## config.mk

```make
export PLATFORM = sky130hd
export DESIGN_NAME = mem_bus_arbiter
export DESIGN_NICKNAME = d
export VERILOG_FILES = /design/src/rtl/mem_bus_pkg.sv /design/src/rtl/rr_arb2.sv /design/src/rtl/mem_bus_arbiter.sv
export SDC_FILE = /design/constraint.sdc
export NUM_CORES = 1
export LEC_CHECK = 0
export ABC_AREA = 1
export ABC_CLOCK_PERIOD_IN_PS = 1700
export CAP_MARGIN = 10
export CORE_MARGIN = 5
export CORE_UTILIZATION = 35
export DETAILED_ROUTE_END_ITERATION = 10
export PLACE_DENSITY_LB_ADDON = 0.1
export SETUP_SLACK_MARGIN = 0.2
export SLEW_MARGIN = 20
export SYNTH_ARGS = -nofsm -noshare
export SYNTH_HDL_FRONTEND = slang
export SYNTH_SLANG_ARGS = --single-unit
```

## constraint.sdc

```tcl
create_clock -name clk -period 1.7 [get_ports clk]
set_input_delay 0.17 -clock clk [delete_from_list [all_inputs] [get_ports clk]]
set_output_delay 0.17 -clock clk [all_outputs]
set_load 0.05 [all_outputs]
```

## src/rtl/mem_bus_pkg.sv

```systemverilog
// Shared definitions for the memory-bus arbiter: state encoding, arbitration
// modes, bus field widths and the default timeout read data.
package mem_bus_pkg;

  localparam int ADDR_W = 32;
  localparam int DATA_W = 32;
  localparam int STRB_W = 4;

  localparam int unsigned ARB_RR    = 0;
  localparam int unsigned ARB_FIXED = 1;

  // All-zero word decodes as an illegal instruction, so a timed-out fetch traps.
  localparam logic [DATA_W-1:0] DEFAULT_ERROR_RDATA = 32'h0000_0000;

  typedef enum logic [1:0] {
    IDLE = 2'd0,
    BUSY = 2'd1,
    RESP = 2'd2
  } arb_state_t;

endpackage

```

## src/rtl/rr_arb2.sv

```systemverilog
// Two-way winner select: round-robin on a tie, or fixed priority to requester 0
// when mode is high.
module rr_arb2 (
  input  logic [1:0] valid,
  input  logic       last_grant,
  input  logic       mode,
  output logic       winner,
  output logic       any_valid
);

  always_comb begin
    any_valid = |valid;
    winner    = 1'b0;
    if (valid == 2'b10) begin
      winner = 1'b1;
    end else if (valid == 2'b11) begin
      winner = mode ? 1'b0 : ~last_grant;
    end
  end

endmodule

```

## src/rtl/mem_bus_arbiter.sv

```systemverilog
// Shares the system memory bus between two valid/ready requesters: registers the
// granted request, forwards it downstream and returns the response to the winner.
module mem_bus_arbiter
  import mem_bus_pkg::*;
#(
  parameter int unsigned       ARB_MODE       = ARB_RR,
  parameter int unsigned       TIMEOUT_CYCLES = 255,
  parameter logic [DATA_W-1:0] ERROR_RDATA    = DEFAULT_ERROR_RDATA
) (
  input  logic              clk,
  input  logic              reset_n,
  input  logic              m0_valid,
  input  logic              m0_instr,
  input  logic [ADDR_W-1:0] m0_addr,
  input  logic [DATA_W-1:0] m0_wdata,
  input  logic [STRB_W-1:0] m0_wstrb,
  output logic              m0_ready,
  output logic [DATA_W-1:0] m0_rdata,
  input  logic              m1_valid,
  input  logic              m1_instr,
  input  logic [ADDR_W-1:0] m1_addr,
  input  logic [DATA_W-1:0] m1_wdata,
  input  logic [STRB_W-1:0] m1_wstrb,
  output logic              m1_ready,
  output logic [DATA_W-1:0] m1_rdata,
  output logic              s_valid,
  output logic              s_instr,
  output logic [ADDR_W-1:0] s_addr,
  output logic [DATA_W-1:0] s_wdata,
  output logic [STRB_W-1:0] s_wstrb,
  input  logic              s_ready,
  input  logic [DATA_W-1:0] s_rdata,
  output logic              grant,
  output logic              timeout_event
);

  localparam logic       ARB_SEL_FIXED = (ARB_MODE == ARB_FIXED);
  localparam logic       WDOG_EN       = (TIMEOUT_CYCLES != 0);
  localparam logic [7:0] WDOG_LAST     = 8'(TIMEOUT_CYCLES - 1);

  arb_state_t        state;
  logic              last_grant;
  logic [7:0]        wait_cnt;
  logic              winner;
  logic              any_valid;
  logic              expire;
  logic              done;
  logic [DATA_W-1:0] resp_data;

  rr_arb2 u_arb (
    .valid      ({m1_valid, m0_valid}),
    .last_grant (last_grant),
    .mode       (ARB_SEL_FIXED),
    .winner     (winner),
    .any_valid  (any_valid)
  );

  // s_ready takes precedence, so a response landing on the expiry cycle is kept.
  assign expire    = WDOG_EN && (wait_cnt == WDOG_LAST) && !s_ready;
  assign done      = s_ready || expire;
  assign resp_data = s_ready ? s_rdata : ERROR_RDATA;

  always_ff @(posedge clk) begin
    if (!reset_n) begin
      state         <= IDLE;
      last_grant    <= 1'b1;
      grant         <= 1'b0;
      wait_cnt      <= 8'd0;
      s_valid       <= 1'b0;
      s_instr       <= 1'b0;
      s_addr        <= '0;
      s_wdata       <= '0;
      s_wstrb       <= '0;
      m0_ready      <= 1'b0;
      m1_ready      <= 1'b0;
      m0_rdata      <= '0;
      m1_rdata      <= '0;
      timeout_event <= 1'b0;
    end else begin
      m0_ready      <= 1'b0;
      m1_ready      <= 1'b0;
      timeout_event <= 1'b0;
      case (state)
        IDLE: begin
          if (any_valid) begin
            s_instr    <= winner ? m1_instr : m0_instr;
            s_addr     <= winner ? m1_addr  : m0_addr;
            s_wdata    <= winner ? m1_wdata : m0_wdata;
            s_wstrb    <= winner ? m1_wstrb : m0_wstrb;
            grant      <= winner;
            last_grant <= winner;
            wait_cnt   <= 8'd0;
            s_valid    <= 1'b1;
            state      <= BUSY;
          end
        end
        BUSY: begin
          if (done) begin
            if (grant) m1_rdata <= resp_data;
            else       m0_rdata <= resp_data;
            m0_ready      <= ~grant;
            m1_ready      <= grant;
            timeout_event <= expire;
            s_valid       <= 1'b0;
            state         <= RESP;
          end else if (wait_cnt != 8'hFF) begin
            wait_cnt <= wait_cnt + 8'd1;
          end
        end
        RESP:    state <= IDLE;
        default: state <= IDLE;
      endcase
    end
  end

endmodule

```

==> results.json <==
{
  "wl_per_cell_um": 15.7,
  "die_area_um2": 20600,
  "cp.arrival_ps": 1870,
  "max_freq_mhz": 655,
  "hpwl_um": 15300,
  "netlist_instances": 865,
  "drtIter0Drc": 238,
  "avgSynthCellArea_um2": 7.21,
  "critPathRequiredTime_ps": 2040,
  "area_growth_pct": 68.2,
  "setup.worst_path.end_class": "flop",
  "reg2reg_from": "wait_cnt[0]",
  "io_pins": 313,
  "vias": 6641,
  "finalCritPeriodShare_pct": 89.8,
  "design_area_um2": 10500,
  "ir_drop_mv": 0.690,
  "p_sw_mw": 3.29,
  "internal-power_mw": 7.16,
  "path_clk_slew_ps": 60,
  "gp_congestion": 0.841,
  "synthTopCellsByCount": "nand2_1 (322), dfxtp_1 (149), o21ai_0 (71), a31oi_1 (69), a21oi_1 (67)",
  "io_buffers": 312,
  "synth_edf_count": 0,
  "grt_max_degree": 74,
  "h-tree-depth": 4,
  "clkPwrFrac_pct": 37.1,
  "async_reset_ff_share_pct": 0,
  "reg2reg_to": "m0_rdata[24]",
  "ys_ff_latch": 149,
  "synth_top_area_share_pct": 47.9,
  "stdcell_count": 1409,
  "tritoncts": "yes",
  "n_fill_cell": 1609,
  "finalSetupTns_ps": 0,
  "final_util_pct": 60.4,
  "grt.total_usage_pct": 20.0,
  "worst_slack_ps": 173,
  "fp-row-count": 48,
  "path_buf_inv": 4,
  "p_comb_share_pct": 25.8,
  "crit_slowest_cell": "dfxtp_4",
  "die_w_um": 143,
  "clock_skew_ps": 14.6,
  "fin_crit_ps": 1530,
  "die_y_um": 143,
  "ys_warn_count": 0,
  "clockBufferDepth": 2,
  "nNetsFinal": 1348,
  "wl_um": 22100,
  "drcViolationCount": 0,
  "viasPerCell": 4.71,
  "synth_top_cell_by_area": "dfxtp_1",
  "cp-start-kind": "flop",
  "whs_path_depth": 3,
  "hold_viol": 0,
  "rrSetupSlack_ps": 170,
  "worstPathMaxFanout": 6,
  "drv_slew": 0,
  "grt_setup_unrepaired": "true",
  "start_util_pct": 35.9,
  "diodes": 0,
  "place_ws_ps": 72.4,
  "core-area_um2": 17400,
  "r2r_cells": 11,
  "cts-buffers-inserted": 17,
  "synth_area_um2": 6230,
  "cp_top_family": "simple AND/OR/NAND/NOR gates",
  "ys_seq_area_share_pct": 47.9,
  "p_sw_share_pct": 31.5,
  "dr.pass1.iters": 4,
  "root_buffer": "clkbuf_16",
  "worstHoldEndpoint": "wait_cnt[1]",
  "tightestPinTransition_ps": 533,
  "ys_types": 23,
  "critPathKind": "reg -> reg",
  "synth-main-ff-cell": "dfxtp_1",
  "relSlewSlack_pct": 64.6,
  "max_stage_delay_ps": 360,
  "drive_above_1_share_pct": 17.7,
  "setup_viol": 0,
  "dpl.cell_count": 1367,
  "grt_remaining_overflow": 0,
  "hold_path.startpoint": "reset_n",
  "dpl_cell_area_um2": 9550,
  "post-synth-top-count-cell": "nand2_1",
  "antenna_found_initial": 0,
  "clk_latency_ps": 420,
  "syn-num-nets": 1042,
  "cts.sinks": 149,
  "synthTopCellsByArea": "dfxtp_1 (48%), nand2_1 (19%), a31oi_1 (6.9%), o21ai_0 (5.7%), a21oi_1 (5.4%)",
  "cp_cell_sequence": "inv_4, ha_4, inv_2, nor2_4, nand2_2, nand2_4, nand3_4, inv_8, clkbuf_16, nand2_1, a21oi_1",
  "grt_pass1_vias": 6161,
  "postRouteAntennaNets": 0,
  "power_density_nw_per_um2": 996,
  "grt_pass1_wl_um": 32600,
  "seqPwrFrac_pct": 37.1,
  "p_leak_nw": 4.58,
  "status": "completed",
  "maxCapViolCount": 0,
  "hold_class": "in -> reg"
}
layer usage:
metal	routed length (µm)	share of wire, %	vias to the layer above	global-route usage [%]
met3	2330	11	22	8.42
met1	8810	40	2971	24.1
li1	-	-	3416	-
met4	380	1.7	0	6.49
met5	0	0	-	0
met2	10600	48	232	32.6
cell type report:
class / count / area (µm²) / share of cell area (%)
Sequential cell: 149 / 2990 / 28.5
Inverter: 66 / 265 / 2.53
Tap cell: 225 / 282 / 2.68
Multi-Input combinational cell: 589 / 2890 / 27.5
Timing Repair Buffer: 348 / 3450 / 32.9
Clock inverter: 11 / 149 / 1.42
Clock buffer: 21 / 460 / 4.39
worst reg2reg max path, cell delays in order (launching register included):
cell and delay (ps):
dfxtp_4 360, inv_4 60, ha_4 110, inv_2 40
nor2_4 80, nand2_2 80, nand2_4 110, nand3_4 160
inv_8 140, clkbuf_16 150, nand2_1 50, a21oi_1 120
power groups by stage:
| stage | clock network, mW | registers (mW) | logic [mW] |
|---|---|---|---|
| CTS | 3.97 | 3.88 | 2.62 |
| detailed placement | 0 | 3.95 | 2.67 |
| finish | 3.88 | 3.88 | 2.70 |
| floorplan | 0 | 4.78 | 0.685 |
| global route | 4.13 | 3.91 | 2.87 |
| global placement | 0 | 3.95 | 2.67 |
worst max path at each step:
stage,start,to,slack (ps),cells after the start
global route,wait_cnt[0],m1_rdata[12],60,11
detailed placement,m1_valid,s_addr[11],70,7
CTS,wait_cnt[0],timeout_event,140,10
floorplan,wait_cnt[0],m1_rdata[19],210,10
finish,wait_cnt[0],m0_rdata[24],170,11
global placement,m1_valid,wait_cnt[7],150,8
cell families (layout without fill, tap and decap cells):
| family | after synthesis | after routing | synth area share (%) |
|---|---|---|---|
| AOI/OAI and AO/OA | 216 | 216 | 19.2 |
| adders and majority gates | 2 | 2 | 0.401 |
| buffers and inverters | 127 | 446 | 8.71 |
| DFF | 149 | 149 | 47.9 |
| and+or+nand+nor | 371 | 371 | 23.8 |
stage by stage:
step           hold WS [ps]  total power, mW
2_1_floorplan           330             5.46
3_3_place_gp            449             6.62
3_5_place_dp            454             6.63
4_1_cts                 138             10.5
5_1_grt                 167             10.9
6_report                161             10.4
cell usage in the layout (no fill, tap or decap), types with 2 or more instances in the layout:
cell type,instances
nand2_1,299
clkdlybuf4s50_1,173
dfxtp_1,145
buf_4,77
o21ai_0,71
a31oi_1,69
inv_1,59
a21oi_1,56
clkdlybuf4s15_1,37
dlygate4sd2_1,32
nand2_2,27
clkbuf_16,22
a21oi_2,19
nor2_1,15
buf_12,13
nand3_1,11
nand2_4,9
clkbuf_2,6
nor2_4,4
inv_2,3
bufinv_16,3
clkinvlp_4,3
nand3_4,2
inv_8,2
nand4_1,2
clkinv_2,2
clkbuf_8,2
clkbuf_1,2
clkinv_4,2
dfxtp_2,2
buf_8,2
dfxtp_4,2
timing repair:
| item | 4_1_cts | 5_1_grt |
|---|---|---|
| endpoints found under the setup margin | 146 | 118 |
| hold buffers | 0 | 0 |
| setup buffers | 1 | 2 |
| pin swaps | 0 | 9 |
| gates cloned | 1 | 6 |
| gates resized for setup | 85 | 106 |
registers in the layout, summed over array words and instances, names as in the netlist, 2 cells and up:
signal    count
s_wdata      32
s_addr       32
s_wstrb       4
state         2
m1_rdata     32
m0_rdata     32
wait_cnt      8
Note: power is estimated with default switching activity, not from simulation.
